**src/rtl/dmem_port_arbiter.sv**
```systemverilog
// Two-requester (core / debug) arbiter for the single-port data memory with
// starvation guard, debug burst lock and in-order response routing.
// Optional grant/conflict statistics are compiled in with `define DMEM_ARB_STATS_EN.
module dmem_port_arbiter #(
  parameter int ADDR_W       = 16,
  parameter int READ_LATENCY = 1,
  parameter int MAX_WAIT     = 8
) (
  input  logic              clk,
  input  logic              reset_n,
  input  logic              core_req,
  input  logic              core_we,
  input  logic [ADDR_W-1:0] core_addr,
  input  logic [31:0]       core_wdata,
  input  logic [3:0]        core_wsel,
  output logic              core_gnt,
  output logic              core_rvalid,
  output logic [31:0]       core_rdata,
  input  logic              dbg_req,
  input  logic              dbg_we,
  input  logic [ADDR_W-1:0] dbg_addr,
  input  logic [31:0]       dbg_wdata,
  input  logic [3:0]        dbg_wsel,
  input  logic              dbg_lock,
  output logic              dbg_gnt,
  output logic              dbg_rvalid,
  output logic [31:0]       dbg_rdata,
  output logic              mem_en,
  output logic              mem_we,
  output logic [ADDR_W-1:0] mem_addr,
  output logic [31:0]       mem_wdata,
  output logic [3:0]        mem_wsel,
  input  logic [31:0]       mem_rdata
`ifdef DMEM_ARB_STATS_EN
  ,
  input  logic              stat_clr,
  output logic [31:0]       stat_core_grants,
  output logic [31:0]       stat_dbg_grants,
  output logic [31:0]       stat_conflicts
`endif
);

  localparam logic [7:0] MAX_WAIT_C = 8'(MAX_WAIT);
  localparam logic [7:0] WAIT_SAT   = 8'hFF;

  logic                    core_req_s;
  logic                    dbg_req_s;
  logic                    core_win_s;
  logic                    dbg_win_s;
  logic [7:0]              wait_d;
  logic [7:0]              wait_q;
  logic [READ_LATENCY-1:0] pv_d;
  logic [READ_LATENCY-1:0] pv_q;
  logic [READ_LATENCY-1:0] po_d;
  logic [READ_LATENCY-1:0] po_q;

  // Requests are masked while reset is held so grants and mem_en stay low.
  always_comb begin
    core_req_s = core_req & reset_n;
    dbg_req_s  = dbg_req & reset_n;
    core_win_s = 1'b0;
    dbg_win_s  = 1'b0;
    if (dbg_req_s && (dbg_lock || (wait_q >= MAX_WAIT_C))) begin
      dbg_win_s = 1'b1;
    end else if (core_req_s) begin
      core_win_s = 1'b1;
    end else if (dbg_req_s) begin
      dbg_win_s = 1'b1;
    end else begin
      core_win_s = 1'b0;
      dbg_win_s  = 1'b0;
    end
  end

  always_comb begin
    wait_d = 8'd0;
    if (dbg_req_s && !dbg_win_s) begin
      wait_d = (wait_q == WAIT_SAT) ? WAIT_SAT : (wait_q + 8'd1);
    end else begin
      wait_d = 8'd0;
    end
  end

  assign core_gnt = core_win_s;
  assign dbg_gnt  = dbg_win_s;

  always_comb begin
    mem_en    = core_win_s | dbg_win_s;
    mem_we    = 1'b0;
    mem_addr  = '0;
    mem_wdata = 32'h0;
    mem_wsel  = 4'h0;
    if (dbg_win_s) begin
      mem_we    = dbg_we;
      mem_addr  = dbg_addr;
      mem_wdata = dbg_wdata;
      mem_wsel  = dbg_wsel;
    end else if (core_win_s) begin
      mem_we    = core_we;
      mem_addr  = core_addr;
      mem_wdata = core_wdata;
      mem_wsel  = core_wsel;
    end else begin
      mem_we    = 1'b0;
    end
  end

  // Response pipeline: valid/owner pairs (owner 1 = debug) track each issued access.
  always_comb begin
    pv_d    = '0;
    po_d    = '0;
    pv_d[0] = mem_en;
    po_d[0] = dbg_win_s;
    for (int i = 1; i < READ_LATENCY; i++) begin
      pv_d[i] = pv_q[i-1];
      po_d[i] = po_q[i-1];
    end
  end

  always_ff @(posedge clk or negedge reset_n) begin
    if (!reset_n) begin
      wait_q <= 8'd0;
      pv_q   <= '0;
      po_q   <= '0;
    end else begin
      wait_q <= wait_d;
      pv_q   <= pv_d;
      po_q   <= po_d;
    end
  end

  always_comb begin
    core_rvalid = pv_q[READ_LATENCY-1] & ~po_q[READ_LATENCY-1];
    dbg_rvalid  = pv_q[READ_LATENCY-1] & po_q[READ_LATENCY-1];
    core_rdata  = core_rvalid ? mem_rdata : 32'h0;
    dbg_rdata   = dbg_rvalid ? mem_rdata : 32'h0;
  end

`ifdef DMEM_ARB_STATS_EN
  logic [31:0] sc_d;
  logic [31:0] sc_q;
  logic [31:0] sd_d;
  logic [31:0] sd_q;
  logic [31:0] scf_d;
  logic [31:0] scf_q;

  function automatic logic [31:0] sat_inc(input logic [31:0] v);
    return (v == 32'hFFFF_FFFF) ? v : (v + 32'd1);
  endfunction

  always_comb begin
    sc_d  = sc_q;
    sd_d  = sd_q;
    scf_d = scf_q;
    if (stat_clr) begin
      sc_d  = 32'h0;
      sd_d  = 32'h0;
      scf_d = 32'h0;
    end else begin
      sc_d  = core_win_s ? sat_inc(sc_q) : sc_q;
      sd_d  = dbg_win_s ? sat_inc(sd_q) : sd_q;
      scf_d = (core_req_s && dbg_req_s) ? sat_inc(scf_q) : scf_q;
    end
  end

  always_ff @(posedge clk or negedge reset_n) begin
    if (!reset_n) begin
      sc_q  <= 32'h0;
      sd_q  <= 32'h0;
      scf_q <= 32'h0;
    end else begin
      sc_q  <= sc_d;
      sd_q  <= sd_d;
      scf_q <= scf_d;
    end
  end

  assign stat_core_grants = sc_q;
  assign stat_dbg_grants  = sd_q;
  assign stat_conflicts   = scf_q;
`endif

endmodule

```
**config.mk**
```make
export PLATFORM = sky130hd
export DESIGN_NAME = dmem_port_arbiter
export DESIGN_NICKNAME = d
export VERILOG_FILES = /design/src/rtl/dmem_port_arbiter.sv
export SDC_FILE = /design/constraint.sdc
export NUM_CORES = 1
export LEC_CHECK = 0
export CAP_MARGIN = 20
export CORE_AREA = 4 4 100 102
export CTS_BUF_LIST = sky130_fd_sc_hd__clkbuf_2
export DETAILED_ROUTE_END_ITERATION = 8
export DIE_AREA = 0 0 104 106
export PLACE_DENSITY = 0.68
export SKIP_LAST_GASP = 1
export SLEW_MARGIN = 25
export SYNTH_ARGS = -nofsm -noshare
export SYNTH_HDL_FRONTEND = slang
export SYNTH_SLANG_ARGS = --single-unit
export TNS_END_PERCENT = 20
```
**constraint.sdc**
```tcl
create_clock -name clk -period 2.2 [get_ports clk]
set_input_delay 0.33 -clock clk [delete_from_list [all_inputs] [get_ports clk]]
set_output_delay 0.33 -clock clk [all_outputs]
set_load 0.01 [all_outputs]
```
==> results of run 1 <==
-- registers in the layout (all words and copies together), names as in the netlist --
signal / count
po_q: 1
pv_q: 1
wait_q: 8
-- how the worst max path moves through the flow --
| stage | endpoint | slack, ps | cells past startpoint |
|---|---|---|---|
| after floorplan | mem_addr[10] | 550 | 5 |
| after detailed placement | mem_wdata[31] | -410 | 6 |
| after global placement | mem_addr[7] | -420 | 6 |
| after global routing | mem_wdata[28] | -100 | 8 |
| final | mem_wdata[24] | -10 | 7 |
| after CTS | mem_wdata[20] | -90 | 7 |
-- kinds of logic (layout without fill, tap and decap cells) --
logic type | Yosys count | in the layout | synth area share [%]
simple gates | 74 | 74 | 31.8
compound gates | 60 | 60 | 33.8
buf+inv | 24 | 302 | 14.9
flops | 10 | 10 | 16.5
fa+ha+maj | 2 | 2 | 1.65
xor+xnor | 2 | 2 | 1.16
other cells | 1 | 4 | 0.247
-- report_power, final --
part	switching [µW]	total (µW)	internal [µW]
registers	5.64	195	190
clock network	63.0	103	39.5
logic	260	738	478
total	328	1040	707
-- stage by stage --
stage               instances  setup TNS (ps)  hold WS, ps  area, µm²
CTS                       562            -677          503       4290
floorplan                 176               0         34.4       1530
detailed placement        545          -19440          526       4250
global route              565           -4420          166       4330
global placement          545          -19750          498       4250
finish                    565           -59.9          151       4330
-- tightest hold or removal path: stages --
cell	delay, ps
dlymetal6s2s_1	110
buf_4	130
buf_4	190
-- area by class of cell --
class,instances,area share (%)
multi-input combinational,142,24.9
tap,111,3.21
timing repair buffer,294,65.3
inverter,4,0.347
clock inverter,1,0.0868
clock buffer,3,0.347
sequential,10,5.79
-- layer usage --
| layer | routed length (µm) | global-route usage [%] | part of all wire [%] | vias up |
|---|---|---|---|---|
| li1 | - | - | - | 1222 |
| met5 | 13 | 0 | 0.12 | - |
| met4 | 111 | 2.28 | 1.0 | 2 |
| met2 | 5690 | 33.2 | 54 | 121 |
| met3 | 828 | 4.37 | 7.8 | 12 |
| met1 | 3950 | 20.6 | 37 | 1141 |
-- layout by cell type (no fill, tap or decap), types with 3 or more instances in the layout --
master           count
and2_1              33
a22o_1              53
buf_6                6
clkdlybuf4s50_1    206
conb_1               4
dfrtp_1             10
a21oi_1              4
dlygate4sd2_1        5
inv_1                4
buf_4               17
buf_12               5
buf_16               5
and3_1              32
buf_2               46
clkbuf_2             3
-- timing repair --
action / in CTS / in global routing
cloned: 5 / 0
setup endpoints to repair: 55 / 56
pin swaps: 7 / 8
buffers inserted: 8 / 3
resized for setup: 214 / 17
==> results.yml, run 1 <==
placed_design:
  gp_congestion: 0.849
  port_buffers: 264
  place_hpwl_um: 8190
  post-place-ws_ps: -410
layout:
  diodes: 0
  nets: 600
  area_delta_synth_final_pct: 185
  n_fill_cell: 906
  final_util_pct: 47.5
  ff_latch_area_um2: 250
  drive_above_1_share_pct: 19.8
  multi_input_area_um2: 1080
timing:
  fin_worst_skew_ps: 5.43
  grt_setup_unrepaired: "yes"
  final.setup.worst_slack_ps: -11.8
  period_minus_slack_ps: 2210
  period_share_pct: 101
  fmax_mhz: 452
  hold_violations: 0
  setup_viol: 17
  drv_slew: 0
route:
  routedWlPerCell_um: 18.7
  first_pass_iters: 4
  drc: 0
  wl_um: 10600
  drt_iter0_drc: 91
  vias_per_cell: 4.42
  via_count: 2498
  antenna_left: 0
worst_setup_path:
  cp_top_family: "buffers and inverters"
  reg2regPathDepth: 6
  crit_path_max_fanout: 13
  worst_path_max_delay_cell: "dfrtp_1"
  critical_path.endpoint_type: "output pin"
  critical_path.max_stage_delay_ps: 430
  crit_type: "flip-flop to output pin"
  crit_arrival_ps: 1880
  cp_cell_sequence: "nor4b_4, buf_4, a21oi_4, buf_12, buf_16, a22o_1, buf_2"
  crit_required_ps: 1870
  r2r_setup_slack_ps: 730
  timing.rr.end: "wait_q[3]"
  worstReg2RegStart: "wait_q[7]"
  startpoint_type: "flip-flop"
  worst-path-buf-inv: 4
  setup.worst_path.start: "wait_q[7]"
clock_tree:
  htreeDepth: 1
  clock_path_buffers: 2
  cts_root_buf: "clkbuf_2"
  clk_pin_slew_ps: 110
  clkSinkCount: 10
  cts_tree: "yes"
  cts_hold_buffers: 0
  insertion_delay_ps: 240
  numCtsBuffers: 3
floorplanning:
  io_pins: 265
  fp.dieArea_um2: 11000
  chipWidth_um: 104
  die_h_um: 106
  start_util_pct: 16.6
  coreArea_um2: 9110
  rows: 35
grt:
  grt_use_total_pct: 17.6
  grt_pass1_vias: 2514
  grt_pass1_wl_um: 15600
  grt_antenna_before_repair: 1
  overflow: 0
  grt_max_degree: 34
synth:
  syn-cell-area_um2: 1520
  async_flop_share_pct: 100
  syn-mean-instance-area_um2: 8.76
  synth_top_area_share_pct: 30.6
  synthMostInstantiatedCell: "a22o_1"
  seq_area_frac_synth_pct: 16.5
  synthTopCellsByArea: "a22o_1 (31%), dfrtp_1 (17%), and2_1 (14%)"
  yosys.area.top_type: "a22o_1"
  synth_ff_type: "dfrtp_1"
  synth_seq_cells: 10
  synth_edf_count: 0
  yosys_warnings: 0
  synth_cell_type_count: 24
  synth_common_cells: "a22o_1 (53), and2_1 (33), and3_1 (32), dfrtp_1 (10), clkbuf_1 (9)"
  syn_inst: 173
power_and_ir_drop:
  power_density_nw_per_um2: 239
  ir_worst_vdd_mv: 0.331
  totalPowerFinal_uw: 1040
  p_leak_uw: 0.00201
hold_path:
  min_path_type: "input pin to async pin"
status:
  status: "complete, but fails checks"
  violations: "setup timing"
flow_run:
  maxCapViolCount: 0
Note: power is estimated with default switching activity, not from simulation.
==> run 2: changes to the inputs <==
Settings changed: CAP_MARGIN 20 to default, CTS_BUF_LIST sky130_fd_sc_hd__clkbuf_2 to sky130_fd_sc_hd__clkbuf_8.
==> run 2 against run 1 <==
Against the previous run: the flow still finishes with violations (setup timing); non-clock buffer count increased by 1; flip-flop and latch count unchanged; critical path type unchanged; via count increased by 0.20%; sequential power about the same; wire length increased by 2.7%; sequential share of layout area decreased by 0.091 points; first-iteration DRC count decreased by 32%; cell count increased by 0.18%; highest routed layer unchanged.
==> results.yml, run 2 (synthesized netlist as in run 1, its figures left out) <==
floorplanning:
  start_util_pct: 16.6
  fp.dieArea_um2: 11000
  io_pins: 265
  coreArea_um2: 9110
  chipWidth_um: 104
  die_h_um: 106
  rows: 35
clock_tree:
  htreeDepth: 1
  insertion_delay_ps: 240
  cts_tree: "yes"
  cts_root_buf: "clkbuf_8"
  clkSinkCount: 10
  numCtsBuffers: 3
  clock_path_buffers: 2
  clk_pin_slew_ps: 50
worst_setup_path:
  critical_path.endpoint_type: "output pin"
  crit_type: "flip-flop to output pin"
  crit_arrival_ps: 1870
  crit_required_ps: 1870
  startpoint_type: "flip-flop"
  crit_path_max_fanout: 6
layout:
  final_cell_mix: "clkdlybuf4s50_1 (207), a22o_1 (53), buf_2 (44)"
  drive_above_1_share_pct: 20.0
  layout_commonest_cell: "clkdlybuf4s50_1"
  diodes: 0
  multi_input_area_um2: 1070
  largest_register_ffs: 8
  stdcell_area_um2: 4390
  largest_registers: "wait_q (8), po_q (1), pv_q (1)"
  nets: 601
  ff_latch_area_um2: 250
  top_register: "wait_q"
  n_fill_cell: 895
  area_delta_synth_final_pct: 190
route:
  drt_iter0_drc: 62
  via_count: 2503
  vias_per_cell: 4.42
  first_pass_iters: 4
  drc: 0
  antenna_left: 0
  wl_um: 10900
  routedWlPerCell_um: 19.2
power_and_ir_drop:
  sequentialPowerShare_pct: 16.6
  p_leak_uw: 0.00201
  ir_worst_vdd_mv: 0.321
  switching_share_pct: 29.2
  power_density_nw_per_um2: 268
  clockPowerShare_pct: 19.7
  internal_power_uw: 832
  combPwrFrac_pct: 63.7
  p_sw_uw: 344
timing:
  fmax_mhz: 454
  hold_violations: 0
  drv_slew: 0
  setup_viol: 1
  fin_worst_skew_ps: 4.61
  grt_setup_unrepaired: "yes"
  final.setup.worst_slack_ps: -0.668
  period_share_pct: 100
  period_minus_slack_ps: 2200
grt:
  grt_pass1_wl_um: 15700
  busiest_layer: "met2"
  grt_antenna_before_repair: 1
  met1_usage_pct: 20.1
  use_met2_pct: 33.8
  grt_max_degree: 34
  met3_usage_pct: 5.16
  overflow: 0
  grt_use_total_pct: 17.9
  grt_pass1_vias: 2521
flow_run:
  maxCapViolCount: 0
status:
  status: "complete, but fails checks"
  violations: "setup timing"
placed_design:
  port_buffers: 264
  place_hpwl_um: 8190
  dpl_cell_area_um2: 4250
  post-place-ws_ps: -410
  gp_congestion: 0.849
hold_path:
  min_path_type: "input pin to async pin"
[run 2: metrics by stage]
step | utilization (%) | hold WS [ps] | std cells | total power [µW] | setup TNS, ps
3_3_place_gp | 46.6 | 498 | 545 | 924 | -19750
4_1_cts | 48.1 | 262 | 562 | 1180 | -1080
3_5_place_dp | 46.6 | 526 | 545 | 932 | -19440
6_report | 48.2 | 259 | 566 | 1180 | -0.668
5_1_grt | 48.2 | 283 | 566 | 1240 | -2500
2_1_floorplan | - | 34.4 | 176 | 427 | 0
[run 2: cell type report]
cell class	instances	share of cell area, %
inverter	4	0.342
clock buffer	4	1.25
tap	111	3.16
multi-input combinational	142	24.3
sequential	10	5.69
timing repair buffer	295	65.2
[run 2: worst paths after layout]
| check | from | end | slack [ps] | cells after the start |
|---|---|---|---|---|
| max | wait_q[7] | mem_addr[4] | -0.7 | 7 |
| min | reset_n | wait_q[3] | 260 | 3 |
| max reg2reg | wait_q[7] | wait_q[3] | 730 | 6 |
| min reg2reg | wait_q[0] | wait_q[0] | 520 | 1 |
| max in group asynchronous | reset_n | wait_q[2] | 1790 | 3 |
| min in group clk | wait_q[0] | wait_q[0] | 520 | 1 |
[run 2: worst max-delay path, stage by stage (launching register included)]
cell	delay, ps
dfrtp_1	410
nor4b_4	300
buf_4	170
a21oi_4	70
buf_12	160
clkbuf_16	160
a22o_1	210
buf_2	130
[run 2: timing repair]
| item | in CTS | in global routing |
|---|---|---|
| resized for setup | 195 | 27 |
| pin swaps | 5 | 31 |
| hold buffers | 0 | 0 |
| setup buffers | 8 | 1 |
| cloned | 5 | 3 |
| endpoints found under the setup margin | 55 | 55 |
[run 2: metal layers]
metal  wire length (µm)  up-vias  share of wire [%]
met5                 13        -               0.12
met4                136        2                1.3
met3                803       15                7.4
met2               5710      114                 52
met1               4220     1152                 39
li1                   -     1220                  -
[run 2: power by group through the flow]
stage,registers (µW),logic (µW),clock network (µW)
finish,195,749,232
global route,196,795,252
CTS,195,741,240
detailed placement,198,734,0
global placement,197,726,0
floorplan,198,229,0
==> run 3: changes to the inputs <==
Settings changed: REMOVE_ABC_BUFFERS from default to 1.
==> run 3 against run 2 <==
Against the previous run: the run still ends with setup timing left; worst setup slack worse by 76 ps; die area stayed put; count of clock-buffer cells in the layout is 1 lower; maximum frequency is 3.4% lower; largest power group unchanged; highest routed layer is now met4.
==> results.yml, run 3 (synthesized netlist as in run 1, its figures left out) <==
clock_tree:
  clock_path_buffers: 2
  insertion_delay_ps: 230
  clkSinkCount: 10
  numCtsBuffers: 3
  cts_root_buf: "clkbuf_8"
  clk_pin_slew_ps: 40
  htreeDepth: 1
  cts_tree: "yes"
status:
  status: "complete, but fails checks"
  violations: "setup timing"
route:
  routedWlPerCell_um: 20.2
  wl_um: 11300
  antenna_left: 0
  dr.max_layer_used: "met4"
  vias_per_cell: 4.56
  wl_met2_um: 6040
  first_pass_iters: 4
  drc: 0
  wl_met1_um: 3860
  via_count: 2560
  wl_met3_um: 1200
  drt_iter0_drc: 148
timing:
  final.setup.worst_slack_ps: -77.1
  grt_setup_unrepaired: "yes"
  setup_viol: 34
  fin_tns_setup_ps: -1150
  drv_slew: 0
  hold_violations: 0
  period_share_pct: 104
  fin_worst_skew_ps: 3.72
  fmax_mhz: 439
  period_minus_slack_ps: 2280
hold_path:
  min_path_type: "input pin to flip-flop"
layout:
  drive_above_1_share_pct: 16.4
  diodes: 0
  final_cell_mix: "clkdlybuf4s50_1 (206), a22o_1 (53), buf_2 (34)"
  n_fill_cell: 872
  fin_cells: 561
  stdcell_area_um2: 4350
  layout_commonest_cell: "clkdlybuf4s50_1"
  largest_registers: "wait_q (8), po_q (1), pv_q (1)"
  area_delta_synth_final_pct: 187
  top_register: "wait_q"
  nets: 597
  largest_register_ffs: 8
grt:
  grt_antenna_before_repair: 0
  grt_pass1_vias: 2611
  grt_max_degree: 34
  grt_pass1_wl_um: 16000
  grt_use_total_pct: 18.7
  overflow: 0
power_and_ir_drop:
  p_leak_uw: 0.00196
  sequentialPowerShare_pct: 17.4
  power_density_nw_per_um2: 258
  clockPowerShare_pct: 15.8
  combPwrFrac_pct: 66.8
  totalPowerFinal_uw: 1120
  ir_worst_vdd_mv: 0.175
  internal_power_uw: 785
  switching_share_pct: 30.0
  p_sw_uw: 336
worst_setup_path:
  startpoint_type: "flip-flop"
  worst_path_max_delay_cell: "dfrtp_1"
  cp_cell_sequence: "nor4b_4, buf_4, a21oi_4, buf_4, buf_12, a22o_1, clkdlybuf4s15_1"
  crit_required_ps: 1870
  critical_path.endpoint_type: "output pin"
  crit_type: "flip-flop to output pin"
  cpMostUsedCell: "buf_4"
  crit_arrival_ps: 1950
  crit_path_max_fanout: 14
  critical_path.max_stage_delay_ps: 390
placed_design:
  dpl_cell_area_um2: 4240
  gp_congestion: 0.967
  placed_cells: 545
  port_buffers: 264
  place_hpwl_um: 8970
  post-place-ws_ps: -458
floorplanning:
  chipWidth_um: 104
  start_util_pct: 16.6
  fp.dieArea_um2: 11000
  coreArea_um2: 9110
  io_pins: 265
  rows: 35
  die_h_um: 106
flow_run:
  maxCapViolCount: 0
-- run 3: final timing paths --
kind	startpoint	end	slack [ps]	depth (start not counted)
hold reg to reg	wait_q[0]	wait_q[0]	520	1
setup / recovery	wait_q[6]	mem_wdata[20]	-80	7
max in group asynchronous	reset_n	wait_q[0]	1550	3
min in group asynchronous	reset_n	wait_q[4]	500	3
hold / removal	dbg_req	pv_q	460	2
setup reg to reg	wait_q[6]	po_q	660	6
-- run 3: what timing repair did --
item	in CTS	in global routing
setup endpoints to repair	55	55
hold buffers	0	0
pin swaps	5	3
gates cloned	4	2
resized for setup	186	6
buffers inserted	6	2
-- run 3: per-stage QoR --
step                      utilization [%]  hold slack, ps
after global placement               46.5             492
after floorplan                         -            34.4
after global routing                 47.7             503
after CTS                            47.2             504
final                                47.7             462
after detailed placement             46.5             512
-- run 3: area by class of cell --
| class | instances | area, µm² | area share (%) |
|---|---|---|---|
| timing repair buffer | 291 | 2830 | 65.1 |
| multi-input combinational | 142 | 1070 | 24.6 |
| sequential | 10 | 250 | 5.76 |
| tap | 111 | 139 | 3.20 |
| clock buffer | 3 | 41.3 | 0.950 |
| inverter | 4 | 15.0 | 0.346 |
-- run 3: per-layer routing --
metal,vias to the layer above,global-route usage [%]
met3,16,6.44
met1,1140,18.5
met5,-,0
met2,192,37.4
met4,0,3.89
li1,1212,-
-- run 3: critical path: cells and delay by family, from the launching register on --
kind / cells / cell delay [ps]
buf+inv: 4 / 730
compound gates: 2 / 290
flops: 1 / 390
simple gates: 1 / 310
-- run 3: power by group through the flow --
stage,combinational [µW],clock (µW),sequential [µW]
3_3_place_gp,743,0,197
2_1_floorplan,185,0,205
5_1_grt,793,195,196
3_5_place_dp,745,0,197
6_report,748,177,195
4_1_cts,746,181,195
